[src/rtl/myo_pid_pkg.sv]
// myo_pid_pkg: FSM state type, control-mode codes and data widths shared by the PID loop.
package myo_pid_pkg;

    localparam int POS_W  = 32;
    localparam int DATA_W = 16;
    localparam int SUM_W  = 34;

    localparam logic [1:0] MODE_POSITION     = 2'd0;
    localparam logic [1:0] MODE_VELOCITY     = 2'd1;
    localparam logic [1:0] MODE_DISPLACEMENT = 2'd2;
    localparam logic [1:0] MODE_OFF          = 2'd3;

    typedef enum logic [2:0] {
        ST_IDLE,
        ST_ERR,
        ST_PTERM,
        ST_ITERM,
        ST_DTERM,
        ST_SUM,
        ST_OUT
    } pid_state_t;

endpackage

[src/rtl/pid_saturate.sv]
// pid_saturate: clamps a signed value to +/-limit, never exceeding the signed OUT_W range.
// A limit of 2**(OUT_W-1) therefore gives plain full-range saturation.
module pid_saturate
    import myo_pid_pkg::*;
#(
    parameter int IN_W  = POS_W,
    parameter int OUT_W = DATA_W
) (
    input  logic signed [IN_W-1:0]  value,
    input  logic        [OUT_W-1:0] limit,
    output logic signed [OUT_W-1:0] result
);

    localparam int CW = IN_W + 2;
    localparam logic signed [CW-1:0] MAX_POS = $signed({{(CW-OUT_W+1){1'b0}}, {(OUT_W-1){1'b1}}});
    localparam logic signed [CW-1:0] MIN_NEG = ~MAX_POS;

    logic signed [CW-1:0] wide_val;
    logic signed [CW-1:0] lim_ext;
    logic signed [CW-1:0] hi;
    logic signed [CW-1:0] lo;

    // The bounds are worked out in a wider signed domain so the comparison can never wrap.
    always_comb begin
        wide_val = {{(CW-IN_W){value[IN_W-1]}}, value};
        lim_ext  = $signed({{(CW-OUT_W){1'b0}}, limit});
        hi       = (lim_ext > MAX_POS) ? MAX_POS : lim_ext;
        lo       = (-lim_ext < MIN_NEG) ? MIN_NEG : -lim_ext;
        if (wide_val > hi) begin
            result = hi[OUT_W-1:0];
        end else if (wide_val < lo) begin
            result = lo[OUT_W-1:0];
        end else begin
            result = wide_val[OUT_W-1:0];
        end
    end

endmodule

[src/rtl/myo_pid_controller.sv]
// myo_pid_controller: sequential PID loop with one shared 16x16 multiplier, triggered by SPI frame completion.
// Optional error deadband is compiled in when PID_DEADBAND_EN is defined.
module myo_pid_controller
    import myo_pid_pkg::*;
#(
    parameter int OUT_SHIFT    = 8,
    parameter int SPI_MODE_OFF = int'(MODE_OFF)
) (
    input  logic                     clock,
    input  logic                     reset_n,
    input  logic                     update,
    input  logic signed [POS_W-1:0]  actual_position,
    input  logic signed [DATA_W-1:0] actual_velocity,
    input  logic signed [DATA_W-1:0] spring_displacement,
    input  logic signed [POS_W-1:0]  setpoint,
    input  logic        [1:0]        control_mode,
    input  logic signed [DATA_W-1:0] kp,
    input  logic signed [DATA_W-1:0] ki,
    input  logic signed [DATA_W-1:0] kd,
    input  logic        [DATA_W-1:0] out_limit,
    input  logic        [DATA_W-1:0] integral_limit,
    input  logic        [DATA_W-1:0] deadband,
    output logic signed [DATA_W-1:0] pwm_ref,
    output logic                     start,
    output logic                     busy
);

    localparam logic [1:0]        OFF_CODE   = 2'(SPI_MODE_OFF);
    localparam logic [DATA_W-1:0] FULL_RANGE = 16'h8000;

    pid_state_t               state;
    logic                     update_q;
    logic [1:0]               mode_q;
    logic signed [DATA_W-1:0] err_q;
    logic signed [DATA_W-1:0] integ;
    logic signed [DATA_W-1:0] last_err;
    logic signed [POS_W-1:0]  p_q;
    logic signed [POS_W-1:0]  i_q;
    logic signed [POS_W-1:0]  d_q;
    logic                     loop_off;

    logic signed [POS_W-1:0]  measured;
    logic signed [POS_W:0]    err_wide;
    logic signed [DATA_W-1:0] err_sat;
    logic signed [DATA_W-1:0] err_final;
    logic signed [DATA_W:0]   integ_sum;
    logic signed [DATA_W-1:0] integ_sat;
    logic signed [DATA_W-1:0] integ_next;
    logic signed [DATA_W:0]   diff_wide;
    logic signed [DATA_W-1:0] diff_sat;
    logic signed [DATA_W-1:0] mul_a;
    logic signed [DATA_W-1:0] mul_b;
    logic signed [POS_W-1:0]  product;
    logic signed [SUM_W-1:0]  sum;
    logic signed [SUM_W-1:0]  sum_shifted;
    logic signed [DATA_W-1:0] out_sat;

    assign loop_off = (mode_q == OFF_CODE);

    always_comb begin
        measured = '0;
        case (control_mode)
            MODE_POSITION:     measured = actual_position;
            MODE_VELOCITY:     measured = {{(POS_W-DATA_W){actual_velocity[DATA_W-1]}}, actual_velocity};
            MODE_DISPLACEMENT: measured = {{(POS_W-DATA_W){spring_displacement[DATA_W-1]}}, spring_displacement};
            default:           measured = '0;
        endcase
    end

    assign err_wide = {setpoint[POS_W-1], setpoint} - {measured[POS_W-1], measured};

    pid_saturate #(.IN_W(POS_W + 1), .OUT_W(DATA_W)) err_clamp (
        .value  (err_wide),
        .limit  (FULL_RANGE),
        .result (err_sat)
    );

`ifdef PID_DEADBAND_EN
    logic [DATA_W:0] err_mag;
    logic            in_band;
    logic            db_hold;

    always_comb begin
        err_mag   = err_sat[DATA_W-1] ? (17'd0 - {1'b1, err_sat}) : {1'b0, err_sat};
        in_band   = (err_mag <= {1'b0, deadband});
        err_final = in_band ? '0 : err_sat;
    end
`else
    logic unused_deadband;

    assign unused_deadband = ^deadband;
    assign err_final       = err_sat;
`endif

    assign integ_sum = {integ[DATA_W-1], integ} + {err_q[DATA_W-1], err_q};

    pid_saturate #(.IN_W(DATA_W + 1), .OUT_W(DATA_W)) integ_clamp (
        .value  (integ_sum),
        .limit  (integral_limit),
        .result (integ_sat)
    );

    always_comb begin
        integ_next = integ_sat;
`ifdef PID_DEADBAND_EN
        if (db_hold) integ_next = integ;
`endif
        if (loop_off) integ_next = '0;
    end

    assign diff_wide = {err_q[DATA_W-1], err_q} - {last_err[DATA_W-1], last_err};

    pid_saturate #(.IN_W(DATA_W + 1), .OUT_W(DATA_W)) diff_clamp (
        .value  (diff_wide),
        .limit  (FULL_RANGE),
        .result (diff_sat)
    );

    // One multiplier serves all three terms; the FSM state picks its operands.
    always_comb begin
        mul_a = '0;
        mul_b = '0;
        case (state)
            ST_PTERM: begin mul_a = kp; mul_b = err_q;      end
            ST_ITERM: begin mul_a = ki; mul_b = integ_next; end
            ST_DTERM: begin mul_a = kd; mul_b = diff_sat;   end
            default:  begin mul_a = '0; mul_b = '0;         end
        endcase
    end

    assign product = $signed({{DATA_W{mul_a[DATA_W-1]}}, mul_a} * {{DATA_W{mul_b[DATA_W-1]}}, mul_b});

    assign sum = {{2{p_q[POS_W-1]}}, p_q} + {{2{i_q[POS_W-1]}}, i_q} + {{2{d_q[POS_W-1]}}, d_q};
    assign sum_shifted = sum >>> OUT_SHIFT;

    pid_saturate #(.IN_W(SUM_W), .OUT_W(DATA_W)) out_clamp (
        .value  (sum_shifted),
        .limit  (out_limit),
        .result (out_sat)
    );

    // pwm_ref and start are loaded on the SUM->OUT edge so both are visible during OUT.
    always_ff @(posedge clock or negedge reset_n) begin
        if (!reset_n) begin
            state    <= ST_IDLE;
            update_q <= 1'b0;
            mode_q   <= '0;
            err_q    <= '0;
            integ    <= '0;
            last_err <= '0;
            p_q      <= '0;
            i_q      <= '0;
            d_q      <= '0;
            pwm_ref  <= '0;
            start    <= 1'b0;
            busy     <= 1'b0;
`ifdef PID_DEADBAND_EN
            db_hold  <= 1'b0;
`endif
        end else begin
            update_q <= update;
            start    <= 1'b0;
            case (state)
                ST_IDLE: begin
                    if (update && !update_q) begin
                        state <= ST_ERR;
                        busy  <= 1'b1;
                    end
                end
                ST_ERR: begin
                    mode_q <= control_mode;
                    if (control_mode != mode_q) begin
                        integ    <= '0;
                        last_err <= '0;
                    end
                    err_q <= (control_mode == OFF_CODE) ? '0 : err_final;
`ifdef PID_DEADBAND_EN
                    db_hold <= in_band;
`endif
                    state <= ST_PTERM;
                end
                ST_PTERM: begin
                    p_q   <= product;
                    state <= ST_ITERM;
                end
                ST_ITERM: begin
                    integ <= integ_next;
                    i_q   <= product;
                    state <= ST_DTERM;
                end
                ST_DTERM: begin
                    d_q      <= product;
                    last_err <= loop_off ? '0 : err_q;
                    state    <= ST_SUM;
                end
                ST_SUM: begin
                    pwm_ref <= loop_off ? '0 : out_sat;
                    start   <= 1'b1;
                    state   <= ST_OUT;
                end
                ST_OUT: begin
                    busy  <= 1'b0;
                    state <= ST_IDLE;
                end
                default: begin
                    busy  <= 1'b0;
                    state <= ST_IDLE;
                end
            endcase
        end
    end

endmodule

[config.mk]
export PLATFORM = sky130hd
export DESIGN_NAME = myo_pid_controller
export DESIGN_NICKNAME = d
export VERILOG_FILES = /design/src/rtl/myo_pid_pkg.sv /design/src/rtl/pid_saturate.sv /design/src/rtl/myo_pid_controller.sv
export SDC_FILE = /design/constraint.sdc
export NUM_CORES = 2
export LEC_CHECK = 0
export ABC_AREA = 1
export CORE_AREA = 2 2 264 331
export DETAILED_ROUTE_END_ITERATION = 16
export DIE_AREA = 0 0 266 333
export SLEW_MARGIN = 20
export SYNTH_ARGS = -nofsm -noshare
export SYNTH_HDL_FRONTEND = slang
export SYNTH_HIERARCHICAL = 1
export SYNTH_SLANG_ARGS = --single-unit
export TNS_END_PERCENT = 30
[constraint.sdc]
create_clock -name clock -period 10.7 [get_ports clock]
set_clock_uncertainty 0.2 [all_clocks]
set_input_delay 3.21 -clock clock [delete_from_list [all_inputs] [get_ports clock]]
set_output_delay 3.21 -clock clock [all_outputs]
set_load 0.03 [all_outputs]
After elaboration in Yosys (flattened, before gate mapping)
Cells that the tools add are included.
{"block": "totals", "ff_bits": 168, "inputBits": 197, "output_inout_bits": 18}
{"block": "op_classes", "n_addsub": 7, "mul": 1, "n_lt_le_gt_ge": 12, "n_eq_ne": 12, "n_mux": 27, "n_bitwise": 1, "reduce_logical": 10}
{"cell": "two-way mux 16 bit", "n": 15}
{"cell": "one-hot mux 16 bit (3 select lines)", "n": 2}
{"cell": "one-hot mux 32 bit (3 select lines)", "n": 1}
{"cell": "one-hot mux 16 bit (2 select lines)", "n": 2}
{"cell": "< comparator 26 x 36 -> 1 bit", "n": 1}
{"cell": "< comparator 36 x 16 -> 1 bit, second input constant", "n": 1}
{"cell": "two-way mux 36 bit", "n": 1}
{"cell": "negation 16 -> 36 bit", "n": 1}
{"cell": "adder 33 x 32 -> 34 bit", "n": 1}
{"cell": "adder 32 x 32 -> 33 bit", "n": 1}
{"cell": "> comparator 33 x 16 -> 1 bit, second input constant", "n": 1}
{"cell": "< comparator 33 x 16 -> 1 bit, second input constant", "n": 1}
{"cell": "subtractor 32 x 32 -> 33 bit", "n": 1}
{"cell": "> comparator 16 x 15 -> 1 bit, second input constant", "n": 2}
{"cell": "multiplier 16 x 16 -> 32 bit", "n": 1}
{"cell": "> comparator 26 x 17 -> 1 bit", "n": 1}
{"cell": "< comparator 17 x 19 -> 1 bit", "n": 1}
{"cell": "< comparator 19 x 16 -> 1 bit, second input constant", "n": 1}
{"cell": "two-way mux 19 bit", "n": 1}
{"cell": "negation 16 -> 19 bit", "n": 1}
{"cell": "one-hot mux 3 bit (6 select lines)", "n": 1}
{"cell": "adder 16 x 16 -> 17 bit", "n": 1}
{"cell": "> comparator 17 x 16 -> 1 bit, second input constant", "n": 1}
{"cell": "> comparator 17 bit", "n": 1}
{"cell": "other kinds (20)", "n": 29}

Logic depth before layout (Yosys ltp)
{"block": "logic_depth", "depth_word": 9, "depth_mapped": 53, "mapped_depth_nobuf": 51}

By module
The synthesis kept the hierarchy.
{"mod": "myo_pid_controller", "n_inst": 1, "cells_per_inst": 3356, "area_per_inst_um2": 24597.3, "seq_area_each_um2": 4204.0}
{"mod": "pid_saturate (diff_clamp ...)", "n_inst": 2, "cells_per_inst": 331, "area_per_inst_um2": 2132.0, "seq_area_each_um2": 0.0}
{"mod": "pid_saturate (out_clamp)", "n_inst": 1, "cells_per_inst": 467, "area_per_inst_um2": 2636.3, "seq_area_each_um2": 0.0}
{"mod": "pid_saturate (err_clamp)", "n_inst": 1, "cells_per_inst": 456, "area_per_inst_um2": 2372.3, "seq_area_each_um2": 0.0}

Worst setup path before layout
Ideal clock, no wire load.
{"block": "synth_path", "path_type": "input to register", "from": "input integral_limit[0]", "to": "register d_q[27]", "setup_ns": 0.118, "arrival_time_ns": 11.104, "required_ns": 10.382, "path_slack_ns": -0.722, "cell_stages": 42, "path_buffers": 3, "path_cell_list": "inv_2 > ha_1 > nand3_2 > nor2_1 > nand3_1 > nand2_4 > clkbuf_1 > nand2_1 > ha_1 > a21oi_1 > nor2_1 > a211oi_1 > nor2_1 > nor2_4 > nand4_4 > buf_6 > nand3_2 > nand3_2 > [6 not listed] > inv_1 > fa_1 > fa_1 > fa_1 > fa_1 > inv_1 > fa_1 > inv_1 > ha_1 > nand2_1 > nor2_1 > inv_1 > nor3_1 > nand3_1 > nand3_1 > nand2_1 > nand3_1 > nand2_1"}
{"block": "synth_via", "elab_chain_cells": 9}
{"element": "start: declaration", "line": "myo_pid_controller.sv:21", "text": "input logic [DATA_W-1:0] integral_limit,"}
{"element": "negation 16 -> 19 bit", "line": "pid_saturate.sv:28", "text": "lo = (-lim_ext < MIN_NEG) ? MIN_NEG : -lim_ext;"}
{"element": "< comparator 19 x 16 -> 1 bit", "line": "pid_saturate.sv:28"}
{"element": "two-way mux 19 bit", "line": "pid_saturate.sv:28"}
{"element": "< comparator 17 x 19 -> 1 bit", "line": "pid_saturate.sv:31", "text": "end else if (wide_val < lo) begin"}
{"element": "two-way mux 16 bit", "line": "pid_saturate.sv:31"}
{"element": "two-way mux 16 bit (*)", "line": "pid_saturate.sv:29", "text": "if (wide_val > hi) begin"}
{"element": "net integ_sat[6]", "line": "myo_pid_controller.sv:47", "text": "logic signed [DATA_W-1:0] integ_sat;"}
{"element": "two-way mux 16 bit (*)", "line": "myo_pid_controller.sv:108", "text": "if (loop_off) integ_next = '0;"}
{"element": "one-hot mux 16 bit (3 select lines) (*)", "line": "myo_pid_controller.sv:123", "text": "case (state)"}
{"element": "multiplier 16 x 16 -> 32 bit (*)", "line": "myo_pid_controller.sv:131", "text": "assign product = $signed({{DATA_W{mul_a[DATA_W-1]}}, mul_a} * {{DATA_W{mul_b[DATA_W-1]}}, mul_b});"}
{"element": "end signal: assignment", "line": "myo_pid_controller.sv:192", "text": "d_q <= product;"}
{"element": "end: declaration", "line": "myo_pid_controller.sv:39", "text": "logic signed [POS_W-1:0] d_q;"}
Mark *: on every way through the listed nets, which the timed path passes. The rest lies on a longest branch.
A chain may end at the register's enable or synchronous reset.

Worst setup path after layout
{"block": "layout_path", "from": "input integral_limit[6]", "to": "register d_q[21]"}
Same word-level chain as after synthesis.

==> flow_summary.ini <==
[die]
dieWidth_um = 266
io_pins = 215
start_util_pct = 39.7
placementRows = 120
core_mm2 = 0.0853
die_area_mm2 = 0.0886
chipHeight_um = 333

[worst_setup_path]
cp_max_fo = 5
worstPathArrival_ps = 11280
slowest_stage = fa_2
cp-end-kind = register
start_kind = input port
worstRegToRegCells = 42
cpLargestDelayFamily = adder cells
timing.rr.end = d_q[24]
worst_path_largest_cell_delay_ps = 560
critPathKind = in2reg
worst_ep_required_time_ps = 10830
rr_startpoint = err_q[0]
r2r_slack_ps = 950
crit_top_cell = nand2_2
crit_buf_inv = 11

[detailed_routing]
wl_met3_mm = 3.69
wl_per_cell_um = 16.3
dr_wl_met2_mm = 55.1
route.detailed.drc = 0
drtPass1Iterations = 5
wl_mm = 107
met1_length_mm = 44.4
via_per_inst = 5.00
drt_iter0_drc = 1860
drtAntennaViolNets = 0
vias = 33000
highest_layer = met4

[grt]
first_global_vias = 34200
grt_pass1_wl_mm = 174
antenna_found_initial = 0
grt_max_degree = 92
grt_usage_pct = 24.5
grt-ovfl-total = 0

[status]
failed_checks = setup timing
status = complete, but fails checks

[final_layout]
final_core_utilization_pct = 49.8
finalNetCount = 6340
diodes = 0
fillers = 8525
fin_cells = 6605
drive_gt1_share_pct = 18.5
multi_input_area_mm2 = 0.0279
seqCellArea_mm2 = 0.00420
area_growth_pct = 25.4

[clock_tree]
cts_hold_buf = 0
cts_root_buf = clkbuf_16
cts_max_path_buffers = 2
numCtsBuffers = 17
cts.sinks = 168
cts_tree = built
clk_pin_slew_ps = 70
htree_num_levels = 4
clock_latency_ps = 460

[logic_synthesis]
synth_cell_types = 61
synth_cells = 4941
seq_area_frac_synth_pct = 12.4
async_flop_share_pct = 100
syn_area_mm2 = 0.0339
synth_edf_count = 0
yosys_warnings = 6
ys_seq_elements = 168
synth_xor_area_share_pct = 2.40
synth_top_family_by_area = simple AND/OR/NAND/NOR gates
synthAdderAreaFrac_pct = 30.6
ys.flop_type = dfrtp_1
synth_mux_area_share_pct = 0
synth_area_per_cell_um2 = 6.85
synth_compound_area_share_pct = 9.42
synthSimpleGateAreaFrac_pct = 32.4

[sta]
fin_crit_ps = 11150
finalHoldViolCount = 0
worst_slew_pin_slew_ps = 931
relSlewSlack_pct = 37.9
timing.fmax_mhz = 89.7
fin_crit_sh_pct = 104
rsz0062_at_grt = true
drv_slew = 0
fin_ws_ps = -452
setup_viol = 69

[placement]
globalplace.congestion = 0.969
io_buffers = 198
place_hpwl_mm = 87.4
dp_cells = 6467

[hold_path]
whs_endpoint = pwm_ref[11]
hold_class = reg2reg
whs_path_depth = 2
min_from = pwm_ref[11]

[flow_run]
drv_cap = 0
-- metal layers --
layer,vias to the layer above,global-route usage (%)
met1,15500,29.0
met3,184,2.03
met2,777,45.5
met4,0,9.50
met5,-,0
li1,16500,-
-- logic make-up (layout without fill, tap and decap cells) --
logic type | count (synthesis) | in the layout
fa+ha+maj | 649 | 649
compound gates | 540 | 542
xor+xnor | 93 | 93
flops | 168 | 168
simple gates | 2428 | 2429
other cells | 6 | 124
buf+inv | 1057 | 1502
-- synthesized netlist by cell type, types with 8 or more instances --
| library cell | n | share of area, % |
|---|---|---|
| a21oi_1 | 217 | 3.2 |
| xnor2_1 | 20 | 0.52 |
| nand3_1 | 359 | 5.3 |
| a21boi_0 | 9 | 0.20 |
| o21bai_1 | 30 | 0.66 |
| nor2_4 | 12 | 0.40 |
| nand2_1 | 1341 | 15 |
| a21o_1 | 25 | 0.55 |
| o211ai_2 | 11 | 0.41 |
| clkbuf_1 | 44 | 0.49 |
| ha_1 | 352 | 13 |
| nand4_1 | 53 | 0.98 |
| or2_2 | 13 | 0.24 |
| nor4_1 | 12 | 0.22 |
| fa_1 | 297 | 18 |
| o21ai_1 | 8 | 0.12 |
| nand3b_1 | 17 | 0.38 |
| buf_6 | 24 | 0.80 |
| nor3_1 | 52 | 0.77 |
| nand2_2 | 35 | 0.65 |
| nand3_2 | 91 | 2.7 |
| buf_2 | 28 | 0.41 |
| xor2_1 | 73 | 1.9 |
| nor2_1 | 387 | 4.3 |
| inv_2 | 41 | 0.45 |
| o21ai_0 | 168 | 2.5 |
| inv_1 | 894 | 9.9 |
| nand2_4 | 9 | 0.30 |
| o22ai_1 | 16 | 0.30 |
| nor2_2 | 18 | 0.33 |
| dfrtp_1 | 168 | 12 |
| a22o_1 | 14 | 0.36 |
| buf_4 | 16 | 0.35 |
-- per-stage QoR --
step | hold WS, ps | area, µm² | worst slack (ps) | setup TNS (ps)
floorplan | 259 | 34700 | -74.9 | -653
finish | 284 | 42500 | -452 | -21370
CTS | 285 | 41500 | -376 | -17550
global placement | 263 | 39100 | -1680 | -105460
detailed placement | 265 | 39100 | -1810 | -113100
global route | 302 | 42500 | -775 | -43260
-- tightest hold or removal path, cell delays in order (launching register included) --
cell,delay [ps]
dfrtp_1,350
nand2_1,50
nand2_1,50
-- layout by cell type (no fill, tap or decap), types with 53 or more instances in the layout --
| cell type | netlist | routed |
|---|---|---|
| a21oi_1 | 217 | 194 |
| buf_4 | 16 | 263 |
| buf_6 | 24 | 58 |
| clkdlybuf4s50_1 | 0 | 181 |
| conb_1 | 6 | 124 |
| dfrtp_1 | 168 | 168 |
| fa_1 | 297 | 276 |
| ha_1 | 352 | 320 |
| inv_1 | 894 | 830 |
| inv_2 | 41 | 98 |
| nand2_1 | 1341 | 1230 |
| nand2_2 | 35 | 117 |
| nand3_1 | 359 | 307 |
| nand3_2 | 91 | 122 |
| nand4_1 | 53 | 53 |
| nor2_1 | 387 | 345 |
| o21ai_0 | 168 | 156 |
| xor2_1 | 73 | 70 |
-- what timing repair did --
item                       in CTS  in global routing
gates resized for setup       360                212
pin swaps                     170                188
cloned                          6                  2
hold endpoints to repair        0                  0
buffers inserted               68                 32
setup endpoints to repair      75                 75
-- how the worst max path moves through the flow --
stage	endpoint	cells past startpoint	slack [ps]	start
2_1_floorplan	d_q[21]	42	-70	integral_limit[1]
3_3_place_gp	d_q[29]	46	-1680	integral_limit[6]
3_5_place_dp	d_q[21]	41	-1810	integral_limit[6]
4_1_cts	i_q[23]	46	-380	integral_limit[1]
5_1_grt	d_q[23]	49	-770	integral_limit[6]
6_report	d_q[21]	45	-450	integral_limit[6]
-- registers in the layout (all words and copies together) (netlist names) --
register and flops:
mode_q 2, state 3, err_q 16, d_q 32, pwm_ref 16, update_q 1, integ 16, start 1
i_q 32, p_q 32, last_err 16, busy 1
-- final cells by class --
type / count / share of cell area [%]
clock buffers: 20 / 1.08
clock inverters: 12 / 0.283
inverters: 935 / 8.32
multi-input cells: 3837 / 65.6
flip-flops and latches: 168 / 9.90
well taps: 1098 / 3.23
repair buffers: 535 / 11.6
Power is left out: the tool's default activity adds up to more than one toggle a clock period on the data nets, which glitch-free logic cannot reach.
